[src/rtl/ysyx_lsu_axi_wr.sv]
// LSU store-queue head to AXI write channel bridge; one transaction in flight at a time.
// Define YSYX_LSU_AXI_WR_TIMEOUT_EN to add a watchdog that aborts a stalled write with an error.
module ysyx_lsu_axi_wr #(
  parameter int XLEN           = 32,
  parameter int TIMEOUT_CYCLES = 255
) (
  input  logic            clock,
  input  logic            reset,
  input  logic            lsu_awvalid,
  input  logic [XLEN-1:0] lsu_awaddr,
  input  logic            lsu_wvalid,
  input  logic [XLEN-1:0] lsu_wdata,
  input  logic [3:0]      lsu_wstrb,
  output logic            lsu_wready,
  output logic            lsu_werr,
  output logic            awvalid,
  input  logic            awready,
  output logic [XLEN-1:0] awaddr,
  output logic [2:0]      awsize,
  output logic            wvalid,
  input  logic            wready,
  output logic [XLEN-1:0] wdata,
  output logic [3:0]      wstrb,
  output logic            wlast,
  input  logic            bvalid,
  output logic            bready,
  input  logic [1:0]      bresp
);

  typedef enum logic [1:0] {IDLE, SEND, RESP, DONE} state_t;

  state_t          state, state_nxt;
  logic            aw_done, w_done, err;
  logic            accept, busy, timeout;
  logic [XLEN-1:0] addr_p0, wdata_p0;
  logic [3:0]      wstrb_p0;
  logic [2:0]      size_p0;

  function automatic logic [XLEN-1:0] align_data(input logic [XLEN-1:0] d, input logic [1:0] off);
    return d << {off, 3'b000};
  endfunction

  function automatic logic [3:0] align_strb(input logic [3:0] s, input logic [1:0] off);
    return s << off;
  endfunction

  function automatic logic [2:0] size_of(input logic [3:0] s);
    case (s)
      4'h1:    return 3'd0;
      4'h3:    return 3'd1;
      default: return 3'd2;
    endcase
  endfunction

  assign accept = (state == IDLE) && lsu_awvalid && lsu_wvalid;
  assign busy   = (state == SEND) || (state == RESP);

`ifdef YSYX_LSU_AXI_WR_TIMEOUT_EN
  localparam logic [7:0] WDOG_LAST = 8'(TIMEOUT_CYCLES - 1);
  logic [7:0] wdog;

  always_ff @(posedge clock or negedge reset) begin
    if (!reset)    wdog <= 8'd0;
    else if (busy) wdog <= wdog + 8'd1;
    else           wdog <= 8'd0;
  end

  // The cycle that completes the count is the last one spent waiting.
  assign timeout = busy && (wdog == WDOG_LAST);
`else
  logic unused_timeout;
  assign unused_timeout = (TIMEOUT_CYCLES != 0);
  assign timeout        = 1'b0;
`endif

  always_ff @(posedge clock or negedge reset) begin
    if (!reset) state <= IDLE;
    else        state <= state_nxt;
  end

  always_comb begin
    state_nxt = state;
    case (state)
      IDLE: if (accept) state_nxt = SEND;
      SEND: begin
        if (timeout)                state_nxt = DONE;
        else if (aw_done && w_done) state_nxt = RESP;
      end
      RESP: if (timeout || bvalid) state_nxt = DONE;
      DONE: state_nxt = IDLE;
      default: state_nxt = IDLE;
    endcase
  end

  always_ff @(posedge clock or negedge reset) begin
    if (!reset) begin
      aw_done <= 1'b0;
      w_done  <= 1'b0;
      err     <= 1'b0;
    end else begin
      if (state == SEND) begin
        if (awvalid && awready) aw_done <= 1'b1;
        if (wvalid && wready)   w_done  <= 1'b1;
      end else begin
        aw_done <= 1'b0;
        w_done  <= 1'b0;
      end
      if (timeout)                       err <= 1'b1;
      else if ((state == RESP) && bvalid) err <= (bresp != 2'b00);
    end
  end

  // Capture stage: request is aligned once here and held for the whole transaction.
  always_ff @(posedge clock) begin
    if (accept) begin
      addr_p0  <= lsu_awaddr;
      wdata_p0 <= align_data(lsu_wdata, lsu_awaddr[1:0]);
      wstrb_p0 <= align_strb(lsu_wstrb, lsu_awaddr[1:0]);
      size_p0  <= size_of(lsu_wstrb);
    end
  end

  assign awvalid    = (state == SEND) && !aw_done;
  assign wvalid     = (state == SEND) && !w_done;
  assign bready     = (state == RESP);
  assign lsu_wready = (state == DONE);
  assign lsu_werr   = (state == DONE) && err;
  assign awaddr     = addr_p0;
  assign awsize     = size_p0;
  assign wdata      = wdata_p0;
  assign wstrb      = wstrb_p0;
  assign wlast      = 1'b1;

endmodule

[config.mk]
export PLATFORM = sky130hd
export DESIGN_NAME = ysyx_lsu_axi_wr
export DESIGN_NICKNAME = d
export VERILOG_FILES = /design/src/rtl/ysyx_lsu_axi_wr.sv
export SDC_FILE = /design/constraint.sdc
export NUM_CORES = 1
export LEC_CHECK = 0
export ABC_AREA = 1
export ABC_CLOCK_PERIOD_IN_PS = 3600
export CAP_MARGIN = 30
export CORE_UTILIZATION = 25
export DETAILED_ROUTE_END_ITERATION = 8
export PLACE_DENSITY = 0.6
export SYNTH_ARGS = -nofsm -noshare
export SYNTH_HDL_FRONTEND = slang
export SYNTH_SLANG_ARGS = --single-unit
[constraint.sdc]
create_clock -name clock -period 3.6 [get_ports clock]
set_input_delay 0.54 -clock clock [delete_from_list [all_inputs] [get_ports clock]]
set_output_delay 0.54 -clock clock [all_outputs]
set_load 0.01 [all_outputs]
# --- Word-level counts from Yosys, hierarchy flattened ---
# Index checks and enable logic that the tools add are counted.
word_totals:
  out_inout_bits: 77
  elab_cells: 43
  inputBits: 77
  regBits: 76
classes:
  n_reduce_logical: 14
  n_mux: 9
  eq_ne: 10
  shift: 2
op_table:
  columns: ["operator", "n"]
  rows:
  - ["$shl 32x5->32", 1]
  - ["$logic_and 1x1->1", 9]
  - ["$pmux 2 s4", 1]
  - ["$mux 2", 3]
  - ["$ne 2x2->1 const B", 3]
  - ["$eq 2x2->1 const B", 2]
  - ["$eq 4x1->1 const B", 1]
  - ["$eq 4x2->1 const B", 1]
  - ["$mux 1", 4]
  - ["$ne 2x1->1 const B", 2]
  - ["$pmux 2 s2", 1]
  - ["$shl 4x2->4", 1]
  - ["$reduce_and 3->1", 1]
  - ["$eq 2x1->1 const B", 1]
  - ["$logic_not 1->1", 2]
  - ["$logic_not 2->1", 1]
  - ["$reduce_bool 2->1", 1]

# --- Logic depth before layout (Yosys ltp) ---
# Gate-level depths: netlist of run 1.
depth:
  depth_word: 5
  depth_mapped: 7
  ltp_nobuf: 7

# --- Least setup slack after synthesis of run 1 ---
# Ideal clock, no wire load.
synth_timing:
  kind: "reg2reg"
  startpoint: "register state[0]"
  endpoint: "register addr_p0[0], in the netlist awaddr[0] (enable)"
  setup_slack_ns: 0.843
  t_arrival_ns: 2.321
  period_less_slack_ns: 2.757
  path_stages_with_launch: 4
  setup_time_ns: 0.436
  path_buffers: 0
  t_required_ns: 3.164
  path_cell_list: "dfrtp_1 -> inv_1 -> ha_1 -> and3_1"
synth_via:
  elab_chain_len: 3
synth_rtl:
  columns: ["element", "line_no", "text"]
  rows:
  - ["start: declaration", "32", "state_t state, state_nxt;"]
  - ["start signal: assignment", "78", "else state <= state_nxt;"]
  - ["$logic_not 2->1", "55", "assign accept = (state == IDLE) && lsu_awvalid && lsu_wvalid;"]
  - ["$logic_and 1x1->1 (2 in a row)", "55", null]
  - ["net accept", "34", "logic accept, busy, timeout;"]
  - ["end signal: assignment", "116", "addr_p0 <= lsu_awaddr;"]
  - ["end: declaration", "35", "logic [XLEN-1:0] addr_p0, wdata_p0;"]
# The timed path passes the listed nets, and every way through them passes these cells.
# A chain may end at the register's enable or synchronous reset.

# --- Worst setup path after layout of run 1 ---
layout_timing:
  startpoint: "register state[1]"
  endpoint: "output awvalid"
layout_via:
  elab_chain_len: 2
layout_rtl:
  columns: ["element", "line_no", "text"]
  rows:
  - ["$eq 2x1->1", "123", "assign awvalid = (state == SEND) && !aw_done;"]
  - ["$logic_and 1x1->1", "123", null]
  - ["end: declaration", "16", "output logic awvalid,"]
# No other way between the ends.

==> results of run 1 <==
[power groups by stage]
stage	clock [W]	combinational [W]	sequential [W]
2_1_floorplan	0	0.000231	0.00119
3_3_place_gp	0	0.000595	0.00115
5_1_grt	0.000998	0.000664	0.00115
6_report	0.000933	0.000602	0.00113
3_5_place_dp	0	0.000610	0.00115
4_1_cts	0.000964	0.000611	0.00114
[worst max path at each step]
stage / cells after the start / slack [ps] / to / startpoint
2_1_floorplan: 3 / 840 / awaddr[0] / state[0]
3_3_place_gp: 2 / 1340 / wstrb[0] / lsu_wvalid
3_5_place_dp: 2 / 1300 / awsize[1] / lsu_wvalid
4_1_cts: 5 / 1310 / awvalid / state[1]
5_1_grt: 5 / 1220 / awvalid / state[1]
6_report: 5 / 1340 / awvalid / state[1]
[cell type report]
type | count | share of cell area [%]
clock inverters | 6 | 1.60
well taps | 168 | 4.14
clock buffers | 9 | 4.44
multi-input cells | 133 | 14.7
inverters | 18 | 1.33
repair buffers | 152 | 29.8
flip-flops and latches | 75 | 43.9
[per-layer routing]
layer / vias to the layer above / routed length [um] / GRT usage (%)
met5: - / 0 / 0
met4: 0 / 175 / 6.93
li1: 1137 / - / -
met1: 1099 / 3450 / 15.6
met3: 11 / 947 / 5.66
met2: 140 / 3630 / 19.9
[registers in the layout, indices dropped and copies added (netlist names)]
| signal | count |
|---|---|
| aw_done | 1 |
| awaddr | 32 |
| awsize | 2 |
| err | 1 |
| state | 2 |
| w_done | 1 |
| wdata | 32 |
| wstrb | 4 |
[through the flow]
step / util [%] / setup slack (ps)
floorplan: - / 843
global placement: 39.3 / 1340
detailed placement: 39.3 / 1300
CTS: 41.9 / 1310
global route: 41.9 / 1220
finish: 41.9 / 1340
[cell usage in the layout (no fill, tap or decap)]
master | synthesis | layout
nand3_1 | 4 | 4
clkinvlp_4 | 0 | 1
conb_1 | 2 | 2
a22oi_2 | 5 | 5
ha_1 | 4 | 4
o21bai_1 | 2 | 2
clkinv_2 | 0 | 2
clkbuf_16 | 0 | 9
nand2_2 | 5 | 5
clkdlybuf4s50_1 | 0 | 150
nor2_1 | 27 | 27
or2_1 | 5 | 5
buf_4 | 3 | 1
a31oi_1 | 1 | 1
clkinv_1 | 0 | 1
o211ai_1 | 3 | 3
o21ai_0 | 15 | 15
a21oi_1 | 7 | 7
inv_1 | 16 | 16
nor3_1 | 5 | 5
o211ai_2 | 6 | 6
o21ai_1 | 11 | 11
inv_2 | 2 | 2
dfrtp_1 | 5 | 5
edfxtp_1 | 70 | 70
buf_2 | 7 | 1
nand2_1 | 26 | 26
and3_4 | 0 | 1
bufinv_16 | 0 | 2
or2_2 | 4 | 4
[cell families after synthesis]
kind of cell	count (synthesis)	share of synthesized area [%]
and+or+nand+nor	77	10.8
other	2	0.239
AOI/OAI and AO/OA	50	11.0
adders and majority gates	4	1.59
buffers and inverters	32	5.42
DFF	75	70.9
==> metrics.txt, run 1 <==
chip height 114 um; RSZ-0062 raised after global routing no; Async SR Flop Fraction 6.67%; largest area contributor in the netlist edfxtp_1; number of H-tree levels 3; Tcrit/Tclk final between 60% and 70%; final setup fails 0; First DRT Iteration DRCs about 180; critical setup path kind flip-flop to output port; sequential area share after synthesis about 71%; total CTS buffers 9; initial antenna violation count 0; Final Hold Fails 0; row count 40; Crit path top cell by count inv_1; Synth area leaders edfxtp_1 67%, dfrtp_1 4.0%, nor2_1 3.2%, nand2_1 3.1%, o211ai_2 2.4%; TNS Setup 0 ps; post-CTS setup buffers 0; hold crit path type input port to async pin; Post-Synthesis Net Count around 320; GRT overflow 0; min Tclk post-route 2260 ps; r2r worst-path depth 3; Worst path max stage delay approximately 550 ps; CP Capture Type output port; Finished Layout Cells between 500 and 600; remaining antenna violation count 0; placed cell count roughly 550; chip width approximately 110 um; FF-to-FF Start state[0]; GPL Wtd Cong just under 0.8; Clock Latency Late Sink 330 ps; # IOs about 150; FF+latch count, synth between 70 and 80; Post-Route WL between 8000 and 9000 um; Die ar. 13,000 um^2; Crit Path Max Fanout 4; Layout fillers 1,171; family with the most delay on the worst path buffers and inverters; Fmax achieved 0.443 GHz; port bufs 151; switching part of the total power ~25%; register area approximately 2200 um^2; reg-to-reg slack, setup approximately 1700 ps; post-synth cell types 25; CP bufs+invs 3; EDFF count, synth 70; Finished Cell Area about 5100 um^2; Worst setup SP type flip-flop; power share of the sequential group a little over two fifths; Syn Inst Count 240; post_cts resized 0; Internal Power 0.00200 W; first-pass GRT wire length between 10,000 and 15,000 um; final net count between 400 and 500; layout cell share with drive strength beyond 1 about a tenth; PD cells 526 nW/um^2; post-synthesis instance area between 3000 and 4000 um^2; max-slew violation count 0; Area growth syn-to-layout 61.6%; Overall Power 0.00267 W; Psw between 0.0006 and 0.0007 W; Worst Tran Pin Value a little over 900 ps; Synth Area per Inst between 10 and 15 um^2; outcome completed; worst hold slack about 450 ps; Most used DFF post-synth edfxtp_1; top cells by count, synth 70 x edfxtp_1, 27 x nor2_1, 26 x nand2_1; largest net degree at the start of global routing 71; vias per inst approximately 4.3; VDD IR max between 0.00015 and 0.0002 V; DRC viols 0; crit-path cells inv_1 -> ha_1 -> inv_1 -> nor2_1 -> clkdlybuf4s50_1; critical path arrival 1720 ps; number of global-route vias before repair between 2,000 and 2,500; R2R Path End wdata[24]; total global-route track usage 13.1%; Worst Skew between 4 and 5 ps; clock sink count 75; initial cell density of the core approximately a quarter; drt wl/cell 14.6 um; count leader, synth edfxtp_1; Clock power frac a little over a third; total leakage power 1.83 nW; Gate power share 22.5%; post-DP HPWL around 5900 um; maximum clock path buffer count 2; area of the multi-input gates around 750 um^2; routed vias approximately 2,400; Yosys top cell area share between 60% and 70%; ant diodes 0; Core ar. 12,100 um^2; Worst-path clk slew 50 ps; Rel. slew slack 38.2%; TritonCTS clock tree done; Critical Path RT 3060 ps; DP Area about 4800 um^2; Root Buffer clkbuf_16; Yosys warnings 0; CTS Hold Bufs 0; slowest stage cell, crit path clkdlybuf4s50_1; Max Cap Viol 0; Pre-antenna DRT Iters 4
Note: power is estimated with default switching activity, not from simulation.
==> run 2, diff against run 1 <==
- ABC_CLOCK_PERIOD_IN_PS: 3600 -> 1900
- PLACE_DENSITY: 0.6 -> 0.62
- clock period: 3.6 -> 1.9 ns (I/O delays scaled with it)
==> run 2 against run 1 <==
  * Sequential share of layout area is 0.52 points lower
  * Flip-flop and latch count unchanged
  * Non-clock buffer count is 5 higher
  * First-iteration DRC count rose by 12%
  * Global-route usage fell by 0.13 points
  * Clock-buffer cell count stayed put
  * Largest power group unchanged
  * Clock power up 84%
  * Power up 89%
  * Hold slack got worse by 250 ps
==> metrics.txt, run 2 (synthesized netlist as in run 1, its figures left out) <==
Worst Skew about 11 ps; chip height about 110 um; maximum clock path buffer count 2; Max Cap Viol 0; Pre-antenna DRT Iters 4; initial cell density of the core between 20 and 30%; Overall Power 0.00504 W; TNS Setup 0 ps; Die ar. about 13,000 um^2; power share of the sequential group between 40 and 50%; routed vias around 2,400; commonest non-fill, non-tap cells in the layout 147 x clkdlybuf4s50_1, 70 x edfxtp_1, 27 x nor2_1; Worst setup SP type flip-flop; chip width around 110 um; Internal Power between 0.003 and 0.004 W; r2r worst-path depth 4; final setup fails 0; ant diodes 0; post-DP HPWL about 6200 um; clock sink count 75; remaining antenna violation count 0; layout cell share with drive strength beyond 1 11.8%; switching part of the total power a little over a quarter; CP bufs+invs 2; DRC viols 0; min Tclk post-route approximately 1800 ps; Gate power share around a quarter; RSZ-0062 raised after global routing no; PnR worst setup slack between 90 and 100 ps; GPL Wtd Cong 0.798; Post-Route WL between 8000 and 9000 um; max-slew violation count 0; number of global-route vias before repair roughly 2,400; commonest non-fill, non-tap cell in the layout clkdlybuf4s50_1; Finished Layout Cells around 570; Area growth syn-to-layout 63.5%; hold crit path type input port to async pin; placed cell count approximately 550; total global-route track usage 12.9%; Psw ~0.0013 W; VDD IR max roughly 0.00034 V; critical setup path kind flip-flop to output port; row count 40; Core ar. approximately 12,000 um^2; total CTS buffers 9; Fmax achieved approximately 0.55 GHz; crit-path cells ha_2 -> nand2_1 -> inv_1 -> clkdlybuf4s50_1; TritonCTS clock tree done; final net count 475; critical path depth in cells 4; Critical Path RT around 1600 ps; First DRT Iteration DRCs around 200; pre-CTS setup slack ~250 ps; Final Hold Fails 0; Tcrit/Tclk final a little over nine tenths; CP Capture Type output port; # IOs 154; total leakage power between 1.5 and 2 nW; final core occ roughly 42%; Clock power frac 34.1%; first-pass GRT wire length about 12,000 um; initial antenna violation count 0; post-CTS setup buffers 0; Clock Latency Late Sink around 330 ps; GRT overflow 0; port bufs 151; critical path arrival approximately 1500 ps; largest net degree at the start of global routing 35; drt wl/cell around 14 um; number of H-tree levels 3; slowest stage cell, crit path clkdlybuf4s50_1; Crit Path Max Fanout 3; Worst path max stage delay 520 ps; Worst-path clk slew around 60 ps; Root Buffer clkbuf_16; vias per inst around 4.2; PD cells slightly below 1000 nW/um^2; outcome completed; family with the most delay on the worst path buffers and inverters
[run 2: changes by cell type in the layout (fill, tap and decap cells not counted), sizes merged]
cell,previous run,this run
buf,2,7
clkdlybuf4s50,150,147
dlygate4sd2,0,2
inv,18,20
bufinv,2,1
clkinv,3,2
clkinvlp,1,2
dlymetal6s2s,0,1
[run 2: layer usage]
metal / share of wire (%) / wire (um) / global-route usage, % / up-vias
li1: - / - / - / 1149
met1: 42 / 3470 / 15.0 / 1119
met2: 47 / 3860 / 21.2 / 118
met3: 9.1 / 746 / 4.45 / 12
met4: 1.8 / 151 / 6.49 / 0
met5: 0 / 0 / 0 / -
[run 2: power by group through the flow]
stage / clock, W / sequential (W) / combinational [W]
5_1_grt: 0.00185 / 0.00216 / 0.00128
2_1_floorplan: 0 / 0.00224 / 0.000443
3_5_place_dp: 0 / 0.00218 / 0.00121
6_report: 0.00172 / 0.00214 / 0.00118
3_3_place_gp: 0 / 0.00217 / 0.00118
4_1_cts: 0.00177 / 0.00215 / 0.00120
[run 2: timing repair]
item / CTS / global route
hold buffers: 0 / 0
gates resized for setup: 3 / 2
endpoints found under the setup margin: 3 / 2
[run 2: worst paths after layout]
| check | startpoint | to | slack [ps] |
|---|---|---|---|
| max in group asynchronous | reset | state[0] | 1510 |
| min in group clock | lsu_awaddr[0] | awaddr[0] | 340 |
| max | state[0] | lsu_werr | 90 |
| min reg2reg | w_done | w_done | 520 |
| min | reset | aw_done | 190 |
| max reg2reg | state[0] | wdata[24] | 370 |
[run 2: layout make-up]
type                            count  area [um^2]
Clock buffer                        9          225
Clock inverter                      7         75.1
Fill cell                        1173         6980
Inverter                           18         67.6
Multi-Input combinational cell    133          752
Sequential cell                    75         2230
Tap cell                          168          210
Timing Repair Buffer              157         1580
[run 2: worst reg2reg max path, cell delays in order (launching register included)]
cell and delay, ps:
dfrtp_1 400, inv_1 110, ha_1 220, and3_4 270, buf_12 230
[run 2: through the flow]
step	hold WS [ps]	instance area (um^2)
2_1_floorplan	-10.6	3140
3_3_place_gp	520	4830
3_5_place_dp	514	4830
4_1_cts	193	5130
5_1_grt	197	5130
6_report	192	5130
